**config.mk**
```make
export PLATFORM = sky130hd
export DESIGN_NAME = risc16b_uart_tx
export DESIGN_NICKNAME = d
export VERILOG_FILES = /design/src/rtl/risc16b_uart_pkg.sv /design/src/rtl/risc16b_uart_tx_fifo.sv /design/src/rtl/risc16b_uart_tx.sv
export SDC_FILE = /design/constraint.sdc
export NUM_CORES = 1
export LEC_CHECK = 0
export CAP_MARGIN = 15
export CORE_ASPECT_RATIO = 1.5
export CORE_MARGIN = 2
export CORE_UTILIZATION = 52
export CTS_BUF_LIST = sky130_fd_sc_hd__clkbuf_4 sky130_fd_sc_hd__clkbuf_8 sky130_fd_sc_hd__clkbuf_16
export DETAILED_ROUTE_END_ITERATION = 6
export GPL_TIMING_DRIVEN = 0
export PLACE_DENSITY = 0.82
export RECOVER_POWER = 25
export REMOVE_ABC_BUFFERS = 1
export SYNTH_ARGS = -nofsm -noshare
export SYNTH_HDL_FRONTEND = slang
export SYNTH_SLANG_ARGS = --single-unit
```
**constraint.sdc**
```tcl
create_clock -name clk -period 2.96 [get_ports clk]
set_clock_uncertainty 0.15 [all_clocks]
set_input_delay 0.444 -clock clk [delete_from_list [all_inputs] [get_ports clk]]
set_output_delay 0.444 -clock clk [all_outputs]
set_load 0.01 [all_outputs]
```
**src/rtl/risc16b_uart_pkg.sv**
```systemverilog
// risc16b_uart_pkg: shared definitions for the risc16b memory-mapped UART
// transmitter.
// Contents:
//   - word offsets of the register window
//   - the transmit FSM state type
//   - STATUS bit positions
package risc16b_uart_pkg;

  localparam logic [1:0] OFS_TXDATA = 2'd0;
  localparam logic [1:0] OFS_STATUS = 2'd1;
  localparam logic [1:0] OFS_DIV    = 2'd2;
  localparam logic [1:0] OFS_CTRL   = 2'd3;

  typedef enum logic [1:0] {IDLE, START, DATA, STOP} uart_state_t;

  localparam int ST_EMPTY  = 0;
  localparam int ST_FULL   = 1;
  localparam int ST_BUSY   = 2;
  localparam int ST_OVF    = 3;
  localparam int ST_CNT_LO = 4;

endpackage

```
**src/rtl/risc16b_uart_tx_fifo.sv**
```systemverilog
// uart_fifo: synchronous byte FIFO for the UART transmitter.
// Ports:
//   clk, rst (async, active-high)
//   push_i/din_i   write a byte; ignored when full unless pop_i is also high
//   pop_i/dout_o   dout_o shows the head entry; pop_i removes it
//   full_o, empty_o, count_o (entries held, $clog2(DEPTH)+1 bits)
module uart_fifo #(
  parameter int DEPTH = 8,
  localparam int AW = $clog2(DEPTH),
  localparam int CW = AW + 1
) (
  input  logic          clk,
  input  logic          rst,
  input  logic          push_i,
  input  logic [7:0]    din_i,
  input  logic          pop_i,
  output logic [7:0]    dout_o,
  output logic          full_o,
  output logic          empty_o,
  output logic [CW-1:0] count_o
);

  logic [7:0]    mem_q [DEPTH];
  logic [AW-1:0] wr_ptr_q, rd_ptr_q;
  logic [CW-1:0] count_q, count_d;
  logic          push_ok, pop_ok;

  assign full_o  = (count_q == CW'(DEPTH));
  assign empty_o = (count_q == '0);
  assign count_o = count_q;
  assign dout_o  = mem_q[rd_ptr_q];

  // A pop in the same cycle frees the slot, so a push while full still lands.
  assign pop_ok  = pop_i & ~empty_o;
  assign push_ok = push_i & (~full_o | pop_ok);

  always_comb begin
    count_d = count_q;
    case ({push_ok, pop_ok})
      2'b10:   count_d = count_q + CW'(1);
      2'b01:   count_d = count_q - CW'(1);
      default: count_d = count_q;
    endcase
  end

  always_ff @(posedge clk or posedge rst) begin
    if (rst) begin
      wr_ptr_q <= '0;
      rd_ptr_q <= '0;
      count_q  <= '0;
    end else begin
      if (push_ok) wr_ptr_q <= wr_ptr_q + AW'(1);
      if (pop_ok)  rd_ptr_q <= rd_ptr_q + AW'(1);
      count_q <= count_d;
    end
  end

  always_ff @(posedge clk) begin
    if (push_ok) mem_q[wr_ptr_q] <= din_i;
  end

endmodule

```
**src/rtl/risc16b_uart_tx.sv**
```systemverilog
// risc16b_uart_tx: memory-mapped 8N1 UART transmitter on the risc16b d-port.
// Window BASE..BASE+5 (+6 with RISC16B_UART_IRQ_EN):
//   +0 TXDATA (push), +2 STATUS, +4 DIV, +6 CTRL (irq build only).
// Ports:
//   clk, rst (async, active-high)
//   d_addr, d_oe, d_we, d_dout   CPU data port
//   sel, rdata                   combinational read path for the CPU mux
//   tx                           serial line, idle high
//   irq                          only when RISC16B_UART_IRQ_EN is defined
module risc16b_uart_tx
  import risc16b_uart_pkg::*;
#(
  parameter logic [15:0] BASE        = 16'hFF00,
  parameter int          DEPTH       = 8,
  parameter logic [15:0] DEFAULT_DIV = 16'd433
) (
  input  logic        clk,
  input  logic        rst,
  input  logic [15:0] d_addr,
  input  logic        d_oe,
  input  logic [1:0]  d_we,
  input  logic [15:0] d_dout,
  output logic        sel,
  output logic [15:0] rdata,
  output logic        tx
`ifdef RISC16B_UART_IRQ_EN
  ,
  output logic        irq
`endif
);

  localparam int CW = $clog2(DEPTH) + 1;

  logic          win_hit, mapped, wr;
  logic [1:0]    ofs;
  logic          push, pop, full, empty;
  logic [7:0]    push_byte, fifo_dout;
  logic [CW-1:0] fifo_count;
  logic [4:0]    cnt_ext;
  logic [15:0]   status;
  logic [15:0]   div_q;
  logic          ovf_q;
  logic          busy;

  uart_state_t   state_q, state_d;
  logic [15:0]   baud_q, baud_d;
  logic [2:0]    bit_q, bit_d;
  logic [7:0]    shift_q, shift_d;
  logic          tx_q, tx_d;

  assign win_hit = (d_addr[15:3] == BASE[15:3]);
  assign ofs     = d_addr[2:1];
`ifdef RISC16B_UART_IRQ_EN
  assign mapped  = 1'b1;
`else
  assign mapped  = (ofs != OFS_CTRL);
`endif
  assign sel     = d_oe & win_hit & mapped;
  assign wr      = win_hit & mapped & (d_we != 2'b00);
  assign push    = wr & (ofs == OFS_TXDATA);
  // Even byte store (d_we=01) carries its data in the high lane.
  assign push_byte = (d_we == 2'b01) ? d_dout[15:8] : d_dout[7:0];
  assign busy    = (state_q != IDLE);

  uart_fifo #(.DEPTH(DEPTH)) u_fifo (
    .clk     (clk),
    .rst     (rst),
    .push_i  (push),
    .din_i   (push_byte),
    .pop_i   (pop),
    .dout_o  (fifo_dout),
    .full_o  (full),
    .empty_o (empty),
    .count_o (fifo_count)
  );

  assign cnt_ext = 5'(fifo_count);

  always_comb begin
    status                    = '0;
    status[ST_EMPTY]          = empty;
    status[ST_FULL]           = full;
    status[ST_BUSY]           = busy;
    status[ST_OVF]            = ovf_q;
    status[ST_CNT_LO +: 4]    = cnt_ext[3:0];
  end

`ifdef RISC16B_UART_IRQ_EN
  logic ctrl_q;
  logic irq_q;
  assign irq = irq_q;
`endif

  always_comb begin
    rdata = '0;
    if (win_hit) begin
      case (ofs)
        OFS_STATUS: rdata = status;
        OFS_DIV:    rdata = div_q;
`ifdef RISC16B_UART_IRQ_EN
        OFS_CTRL:   rdata = {15'b0, ctrl_q};
`endif
        default:    rdata = '0;
      endcase
    end
  end

  always_ff @(posedge clk or posedge rst) begin
    if (rst) begin
      div_q <= DEFAULT_DIV;
      ovf_q <= 1'b0;
    end else begin
      if (wr && ofs == OFS_DIV && d_we == 2'b11) div_q <= d_dout;
      if (wr && ofs == OFS_STATUS)               ovf_q <= 1'b0;
      else if (push && full && !pop)             ovf_q <= 1'b1;
    end
  end

`ifdef RISC16B_UART_IRQ_EN
  always_ff @(posedge clk or posedge rst) begin
    if (rst) begin
      ctrl_q <= 1'b0;
      irq_q  <= 1'b0;
    end else begin
      if (wr && ofs == OFS_CTRL && d_we == 2'b11) ctrl_q <= d_dout[0];
      irq_q <= ctrl_q & empty & ~busy;
    end
  end
`endif

  // FSM state register
  always_ff @(posedge clk or posedge rst) begin
    if (rst) begin
      state_q <= IDLE;
      baud_q  <= '0;
      bit_q   <= '0;
      shift_q <= '0;
      tx_q    <= 1'b1;
    end else begin
      state_q <= state_d;
      baud_q  <= baud_d;
      bit_q   <= bit_d;
      shift_q <= shift_d;
      tx_q    <= tx_d;
    end
  end

  // FSM next-state logic; every bit period ends when the counter hits 0,
  // and the reload samples div_q at that moment.
  always_comb begin
    state_d = state_q;
    baud_d  = baud_q;
    bit_d   = bit_q;
    shift_d = shift_q;
    pop     = 1'b0;
    case (state_q)
      IDLE: begin
        if (!empty) begin
          pop     = 1'b1;
          shift_d = fifo_dout;
          baud_d  = div_q;
          state_d = START;
        end
      end
      START: begin
        if (baud_q == '0) begin
          baud_d  = div_q;
          bit_d   = '0;
          state_d = DATA;
        end else begin
          baud_d  = baud_q - 16'd1;
        end
      end
      DATA: begin
        if (baud_q == '0) begin
          baud_d = div_q;
          if (bit_q == 3'd7) begin
            state_d = STOP;
          end else begin
            bit_d   = bit_q + 3'd1;
            shift_d = {1'b0, shift_q[7:1]};
          end
        end else begin
          baud_d = baud_q - 16'd1;
        end
      end
      STOP: begin
        if (baud_q == '0) begin
          if (!empty) begin
            pop     = 1'b1;
            shift_d = fifo_dout;
            baud_d  = div_q;
            state_d = START;
          end else begin
            state_d = IDLE;
          end
        end else begin
          baud_d = baud_q - 16'd1;
        end
      end
      default: state_d = IDLE;
    endcase
  end

  // FSM output logic; tx is registered from the next state so it never glitches.
  always_comb begin
    tx_d = 1'b1;
    case (state_d)
      START:   tx_d = 1'b0;
      DATA:    tx_d = shift_d[0];
      default: tx_d = 1'b1;
    endcase
  end

  assign tx = tx_q;

endmodule

```
=== After elaboration in Yosys (flattened, before gate mapping) ===
Memories as Yosys holds them, arrays and structs flattened.
Index checks and enable logic that the tools add are counted.

* $add $sub $neg: 6
* Equality and inequality tests: 19
* Multiplexer cells: 32
* Bitwise logic cells: 10
* Reductions and logical operators: 19

{| class="wikitable"
|+ Operators with widths
! operator !! count
|-
| 16-bit 2-to-1 mux || 4
|-
| 16-bit case mux with 3 select lines || 1
|-
| 8-bit 2-to-1 mux || 5
|-
| 16-bit case mux with 2 select lines || 1
|-
| 8-bit case mux with 3 select lines || 1
|-
| 16-bit logical NOT || 1
|-
| 16-bit by 1-bit subtractor with 16-bit output (second input constant) || 1
|-
| 13-bit equality test (second input constant) || 1
|-
| 2-bit equality test (second input constant) || 6
|-
| 2-bit by 1-bit equality test with 1-bit output (second input constant) || 5
|-
| 2-bit 2-to-1 mux || 5
|-
| 2-bit inequality test (second input constant) || 5
|-
| 2-bit nonzero test || 5
|-
| 3-bit by 1-bit adder with 3-bit output (second input constant) || 3
|-
| 3-bit 2-to-1 mux || 3
|-
| 2-bit case mux with 4 select lines || 1
|-
| 4-bit case mux with 2 select lines || 1
|-
| 4-bit AND reduction || 2
|-
| 1-bit AND || 7
|-
| 1-bit 2-to-1 mux || 7
|-
| 3-bit case mux with 2 select lines || 1
|-
| 1-bit logical AND || 5
|-
| 4-bit by 1-bit adder with 4-bit output (second input constant) || 1
|-
| 4-bit equality test (second input constant) || 1
|-
| 10 further kinds || 13
|}

* Register bits after elaboration: 57
* RAM bits: 64
* Input port bits: 37
* Output and inout port bits: 18
* Logic and storage cells: 98
* Memories: 1

{| class="wikitable"
|+ Memory list
! name !! depth !! bits a word !! read ports !! clocked after Yosys merged registers in !! wr ports !! RTL line !! RTL
|-
| u_fifo.mem_q || 8 || 8 || 1 || 0 || 1 || risc16b_uart_tx_fifo.sv:23 || <nowiki>logic [7:0] mem_q [DEPTH];</nowiki>
|}

=== Longest topological paths before layout ===
Gate-level depths: netlist of the first run.

* Depth after elaboration: 9
* Mapped depth: 12
* Depth with buffers taken out: 11

=== By module ===
From an unflattened synthesis of the first run, not the netlist that was laid out.

* Cells, all modules: 478
* Area total of the unflattened synthesis: 6221.0 sq um

{| class="wikitable"
|+ Modules (own cells, without submodules)
! module !! times used !! cells an instance !! area each (sq um) !! seq. area each (sq um)
|-
| risc16b_uart_tx || 1 || 318 || 3153.0 || 1183.6
|-
| uart_fifo || 1 || 160 || 3067.9 || 2172.1
|}

=== Worst setup path before layout of the first run ===
Ideal clock, no wire load.

* Kind: in2reg
* From: input d_addr[4]
* To: memory u_fifo.mem_q[0][0], enable pin
* Setup time: 0.395 ns
* Arrival time: 2.696 ns
* Data required time: 2.415 ns
* Setup slack: -0.281 ns
* Cell stages on the path: 6
* Path buffers: 1
* Cell sequence: or4_1 -> nor4_2 -> buf_4 -> nor3b_4 -> nand2_1 -> nor4_1

* Longest elaborated chain between the ends: 7

{| class="wikitable"
|+ RTL lines
! element !! RTL line !! RTL
|-
| start: declaration || risc16b_uart_tx.sv:19 || <nowiki>input logic [15:0] d_addr,</nowiki>
|-
| 13-bit equality test || risc16b_uart_tx.sv:51 || <nowiki>assign win_hit = (d_addr[15:3] == BASE[15:3]);</nowiki>
|-
| 1-bit AND (2 in a row) || risc16b_uart_tx.sv:59 || <nowiki>assign wr = win_hit & mapped & (d_we != 2'b00);</nowiki>
|-
| 1-bit AND || risc16b_uart_tx.sv:60 || <nowiki>assign push = wr & (ofs == OFS_TXDATA);</nowiki>
|-
| 1-bit AND || risc16b_uart_tx_fifo.sv:35 || <nowiki>assign push_ok = push_i & (~full_o | pop_ok);</nowiki>
|-
| 1-bit 2-to-1 mux || risc16b_uart_tx_fifo.sv:59 || <nowiki>if (push_ok) mem_q[wr_ptr_q] <= din_i;</nowiki>
|-
| 1-bit 2-to-1 mux (implied by the code) || risc16b_uart_tx_fifo.sv:59 ||
|-
| end: declaration || risc16b_uart_tx_fifo.sv:23 ||
|}

No other way between the ends.

=== Final worst setup path of the first run ===
* From: input d_addr[3]
* To: output rdata[4]

* Longest elaborated chain between the ends: 2

{| class="wikitable"
|+ RTL lines
! element !! RTL line !! RTL
|-
| 13-bit equality test || risc16b_uart_tx.sv:51 ||
|-
| 16-bit 2-to-1 mux || risc16b_uart_tx.sv:96 || <nowiki>if (win_hit) begin</nowiki>
|-
| end: declaration || risc16b_uart_tx.sv:24 || <nowiki>output logic [15:0] rdata,</nowiki>
|}

No other way between the ends.

==> qor.txt, run 1 <==
Status: finished, final reports clean
Via count: 4469
Critical path's slowest cell: or4_4
Sequential area share after synthesis: 55.4%
CTS clock-pin slew for the worst setup and hold paths: 50 ps
Comb power frac: 39.0%
Vias per cell: 6.41
Power share of the clock group: 28.2%
Clk buf depth: 2
TritonCTS buffer count: 17
Ports: 55
Number of antenna diodes: 0
Sequential power share: 32.8%
Worst skew pair latency: 410 ps
Worst Hold Class: flop to flop
Slew Viols, Final: 0
Clock sink total: 121
Row cnt: 48
Avg WL per Cell: 23.1 um
Vias in the first global route: 4616
Syn Std Cell Area: 6050 sq um
Total congestion overflow: 0
Crit share post-route: 99.7%
Chip height: 136 um
Count of flip-flops with a built-in enable after synthesis: 64
Placed instance area: 6720 sq um
Worst-Margin Slew: 1110 ps
Synthesized area per cell: 13.0 sq um
CTS Root Cell: clkbuf_16
Worst Path Required: 2370 ps
Global-route wire length before repair: 24500 um
Seq cells post-synth: 121
Highest clock rate: 339 MHz
Setup violators final: 0
P per Cell Area: 947 nW/um^2
Share of cells above drive strength 1: 25.4%
Unique masters post-synth: 55
P_leak: 3.03 nW
Post-CTS Hold Fix Bufs: 0
Hold slack final: 348 ps
Slack of the critical path: 7.98 ps
RSZ-0062 raised after global routing: yes
VDD IR-drop max: 0.590 mV
Async S/R FF share, synth: 47.1%
Final hold violation count: 0
Starting Density: 53.0%
Final HPWL from detailed placement: 10100 um
Crit-path cells: clkdlybuf4s50_1 > or4_4 > nor4_4 > buf_4 > buf_4 > nand2_4 > nor2_1 > clkdlybuf4s15_1
Area grow syn2layout: 26.3%
Final ANT Viol Nets: 0
Die extent in x: 92.1 um
GP Congestion: 0.944
Startpoint types: input pin
Final wirelength: 16100 um
Tmin final: 2950 ps
First DRT Iteration DRCs: 540
Overall power: 7.24 mW
Yosys top cell area share: 31.8%
Total GRT Usage: 26.0%
Crit path buf inv count: 4
Crit path top cell by count: buf_4
Finished Cell Area: 7640 sq um
Gate Count Post-Synth: 467
Max_cap viols: 0
Worst path arrival time: 2360 ps
Area contributors post-synth: edfxtp_1 32%, dfrtp_1 21%, mux4_2 6.0%, mux2_2 5.0%, ha_1 3.3%
Largest area contributor in the netlist: edfxtp_1
Critical Path Fanout Max: 8
Rel. slew slack: 26.1%
Initial antenna violation count: 0
Worst path max stage delay: 530 ps
H-tree Lvls: 4
Net switching power figure: 2.69 mW
Yosys warns: 0
Port bufs: 53
Switching share of total power: 37.2%
Drt first pass iters: 5
Setup TNS: 0 ps
Synth Flop Type: edfxtp_1
Remaining DRCs: 0
Int Pwr: 4.55 mW
Largest net degree at the start of global routing: 44
Crit path max-delay family: buffers and inverters
Die area: 12500 sq um
Core ar.: 11400 sq um
Crit path kind: input pin to output pin
Setup WS pre-CTS: -1190 ps
CP Capture Type: output pin
TritonCTS clock tree: done
Final nets: 587
## worst reg2reg max path: stages, from the launching register on
cell and delay, ps:
dfrtp_1 410, inv_1 110, ha_1 660, nor2_1 140, a21oi_2 540, nand2_1 270, nor4_1 330, a221o_1 190
## logic make-up (layout without fill, tap and decap cells)
group | Yosys count | count (layout) | synth area share (%)
simple gates | 117 | 117 | 10.6
flops | 121 | 121 | 55.4
buf+inv | 40 | 120 | 2.94
fa+ha+maj | 16 | 16 | 3.31
xor+xnor | 18 | 18 | 2.60
compound gates | 92 | 92 | 10.8
mux | 63 | 63 | 14.3
## layout make-up
class	count	area [sq um]
multi-input combinational	306	2720
fill	776	3770
clock inverter	8	97.6
timing repair buffer	77	744
sequential	121	3360
clock buffer	24	490
inverter	11	41.3
tap	150	188
## state kept, by name (all words and copies together), names as in the netlist
name	cells
u_fifo.wr_ptr_q	3
shift_q	8
u_fifo.rd_ptr_q	3
div_q	16
u_fifo.mem_q	64
ovf_q	1
tx	1
u_fifo.count_o	4
baud_q	16
state_q	2
bit_q	3
## layer usage
metal | routed length [um] | track usage, % | vias up
li1 | - | - | 1927
met3 | 1120 | 4.99 | 63
met2 | 8570 | 45.6 | 279
met1 | 5750 | 29.5 | 2200
met5 | 0 | 0 | -
met4 | 654 | 15.4 | 0
## final timing paths
| kind | startpoint | to | slack [ps] | depth (start not counted) |
|---|---|---|---|---|
| min in group asynchronous | rst | bit_q[0]$_DFFE_PP0P_ | 380 | 2 |
| min | bit_q[2]$_DFFE_PP0P_ | bit_q[2]$_DFFE_PP0P_ | 350 | 1 |
| min reg2reg | bit_q[2]$_DFFE_PP0P_ | bit_q[2]$_DFFE_PP0P_ | 350 | 1 |
| max reg2reg | state_q[0]$_DFF_PP0_ | baud_q[13]$_DFF_PP0_ | 110 | 7 |
| max | d_addr[3] | rdata[4] | 8 | 8 |
| max in group asynchronous | rst | u_fifo.count_o[0]$_DFFE_PP0P_ | 810 | 3 |
## placed cells by master (no fill, tap or decap), drive strengths merged, types with 14 or more instances in the layout
| cell | n |
|---|---|
| ha | 16 |
| edfxtp | 64 |
| mux2i | 20 |
| mux4 | 16 |
| dfrtp | 51 |
| o22ai | 14 |
| o21ai | 15 |
| clkdlybuf4s50 | 34 |
| nor2 | 30 |
| a22oi | 22 |
| dlygate4sd2 | 16 |
| buf | 22 |
| clkbuf | 26 |
| nand2 | 22 |
| mux2 | 27 |
## cell usage after synthesis (all sizes together), types with 7 or more instances
library cell,number
edfxtp,64
dfrtp,51
nor2,30
mux2,27
a22oi,22
nand2,22
mux2i,20
clkbuf,19
ha,16
mux4,16
o21ai,15
o22ai,14
a21oi,13
and3,11
inv,11
xnor2,11
buf,10
nor3,10
nand3,8
xor2,7
## per-stage QoR
step | instances | utilization (%)
2_1_floorplan | 438 | -
3_3_place_gp | 641 | 58.1
3_5_place_dp | 650 | 58.9
4_1_cts | 691 | 66.2
5_1_grt | 697 | 67.0
6_report | 697 | 67.0
## what timing repair did
action                                 in CTS  in global routing
setup endpoints to repair                 104                 70
pin swaps                                   6                  7
buffers inserted                            8                  6
gates resized for setup                    57                 13
gates cloned                                1                  0
endpoints found under the hold margin       0                  0
## power groups by stage
stage	logic (mW)	clock network [mW]	registers, mW
detailed placement	2.50	0	2.36
floorplan	1.89	0	2.27
CTS	2.65	2.05	2.37
global placement	2.37	0	2.35
finish	2.83	2.04	2.37
global route	3.01	2.12	2.40
Power figures use the tool's default switching activity.
==> inputs of run 2 (changes only) <==
Settings changed: CORE_UTILIZATION 52 to 35, PLACE_DENSITY 0.82 to 0.61.
==> qor.txt, run 2 (synthesis results as in run 1) <==
Post-route core utilization: 46.1%
Worst Path Required: 2370 ps
Worst Hold Class: flop to flop
Placed instance area: 6790 sq um
Worst path arrival time: 2230 ps
Port bufs: 53
Worst r2r src: baud_q[0]$_DFF_PP0_
Crit share post-route: 95.3%
Tmin final: 2820 ps
Rel. slew slack: 28.0%
Starting Density: 35.9%
Total congestion overflow: 0
TritonCTS buffer count: 17
FILL cells: 1498
Avg WL per Cell: 19.7 um
CTS clock-pin slew for the worst setup and hold paths: 60 ps
Row cnt: 58
Worst min-delay path startpoint: shift_q[7]$_DFFE_PP0P_
Commonest non-fill, non-tap cells in the layout: 64 x edfxtp_1, 51 x dfrtp_1, 30 x clkdlybuf4s50_1
Crit path kind: input pin to output pin
Max_cap viols: 0
CP Capture Type: output pin
Die area: 18400 sq um
Final ANT Viol Nets: 0
Max reg flops: 64
Largest register by flop count: u_fifo.mem_q
Startpoint types: input pin
Drt first pass iters: 4
Area grow syn2layout: 28.1%
FF/Latch Area: 3360 sq um
Final wirelength: 15000 um
Final hold violation count: 0
Power share of the clock group: 29.1%
Die extent in x: 111 um
Critical Path Fanout Max: 17
Placed cells: 709
Ports: 55
Status: finished, final reports clean
Crit path buf inv count: 3
Crit path launch: d_addr[1]
Crit-path cells: clkdlybuf4s50_1 > inv_1 > ha_1 > a22oi_1 > nor2_2 > dlygate4sd2_1
Final cell count without fillers: 761
Worst-Margin Slew: 1080 ps
Share of cells above drive strength 1: 26.5%
Slew Viols, Final: 0
Highest clock rate: 354 MHz
TritonCTS clock tree: done
Setup violators final: 0
Switching share of total power: 37.7%
Worst path max stage delay: 540 ps
First DRT Iteration DRCs: 344
Number of antenna diodes: 0
Vias in the first global route: 4367
Vias per cell: 5.51
Hold slack final: 342 ps
Global-route wire length before repair: 23800 um
GP Congestion: 0.830
Core ar.: 16800 sq um
Final HPWL from detailed placement: 10400 um
Finished Cell Area: 7750 sq um
Initial antenna violation count: 0
Total GRT Usage: 16.7%
Largest net degree at the start of global routing: 42
Net switching power figure: 2.71 mW
VDD IR-drop max: 0.543 mV
Clock sink total: 121
Biggest regs: u_fifo.mem_q: 64 flops, baud_q: 16 flops, div_q: 16 flops
Critical path's slowest cell: ha_1
Chip height: 165 um
Sequential power share: 32.9%
Clk buf depth: 2
Via count: 4192
Remaining DRCs: 0
Int Pwr: 4.47 mW
CTS Root Cell: clkbuf_16
P_leak: 3.09 nW
Worst skew pair latency: 420 ps
Crit path max-delay family: buffers and inverters
R2r setup slk: 150 ps
Final nets: 591
Comb power frac: 38.0%
Area of the multi-input gates: 2720 sq um
H-tree Lvls: 4
Commonest non-fill, non-tap cell in the layout: edfxtp_1
P per Cell Area: 925 nW/um^2
## run 2: metal layers
layer	vias to the layer above	global-route usage [%]	part of all wire [%]
met5	-	0	0
met4	0	6.57	2.3
met3	21	2.70	2.9
met2	93	30.5	54
met1	2148	19.7	40
li1	1930	-	-
## run 2: repair_timing
item                                    in CTS  in global routing
pin swaps                                    6                  9
resized for setup                           55                 14
buffers inserted                            13                  7
hold buffers                                 0                  0
endpoints found under the setup margin     102                 49
hold endpoints to repair                     0                  0
## run 2: per-stage QoR
stage	power (mW)	worst slack, ps	TNS [ps]
2_1_floorplan	4.16	-440	-14110
3_3_place_gp	4.78	-2110	-181310
3_5_place_dp	4.87	-1300	-113070
4_1_cts	7.06	1.30	0
5_1_grt	7.58	-8.79	-23.3
6_report	7.17	139	0
## run 2: worst reg2reg max path: stages (launching register included)
cell and delay (ps):
dfrtp_1 390, inv_1 110, ha_1 160, nor4b_4 230
and2_4 230, a31oi_4 180, o31ai_4 340, buf_4 180
nand3_4 140, nor3_4 220, buf_4 190
## run 2: final cells by class
cell class	instances	area share, %
timing repair buffer	81	10.0
inverter	11	0.532
clock inverter	15	2.19
multi-input combinational	306	35.1
clock buffer	17	5.49
tap	210	3.39
sequential	121	43.3
## run 2: worst paths after layout
path,end,cells past startpoint
hold / removal,shift_q[7]$_DFFE_PP0P_,1
setup / recovery,rdata[1],6
min in group asynchronous,u_fifo.rd_ptr_q[1]$_DFFE_PP0P_,2
max in group asynchronous,u_fifo.wr_ptr_q[0]$_DFFE_PP0P_,3
hold reg to reg,shift_q[7]$_DFFE_PP0P_,1
setup reg to reg,u_fifo.mem_q[2][5]$_DFFE_PP_,10
## run 2: power by group through the flow
stage                     sequential (mW)  clock (mW)  combinational (mW)
after floorplan                      2.27           0                1.89
after CTS                            2.36        2.12                2.58
final                                2.36        2.09                2.72
after global placement               2.37           0                2.42
after global routing                 2.40        2.20                2.98
after detailed placement             2.39           0                2.48
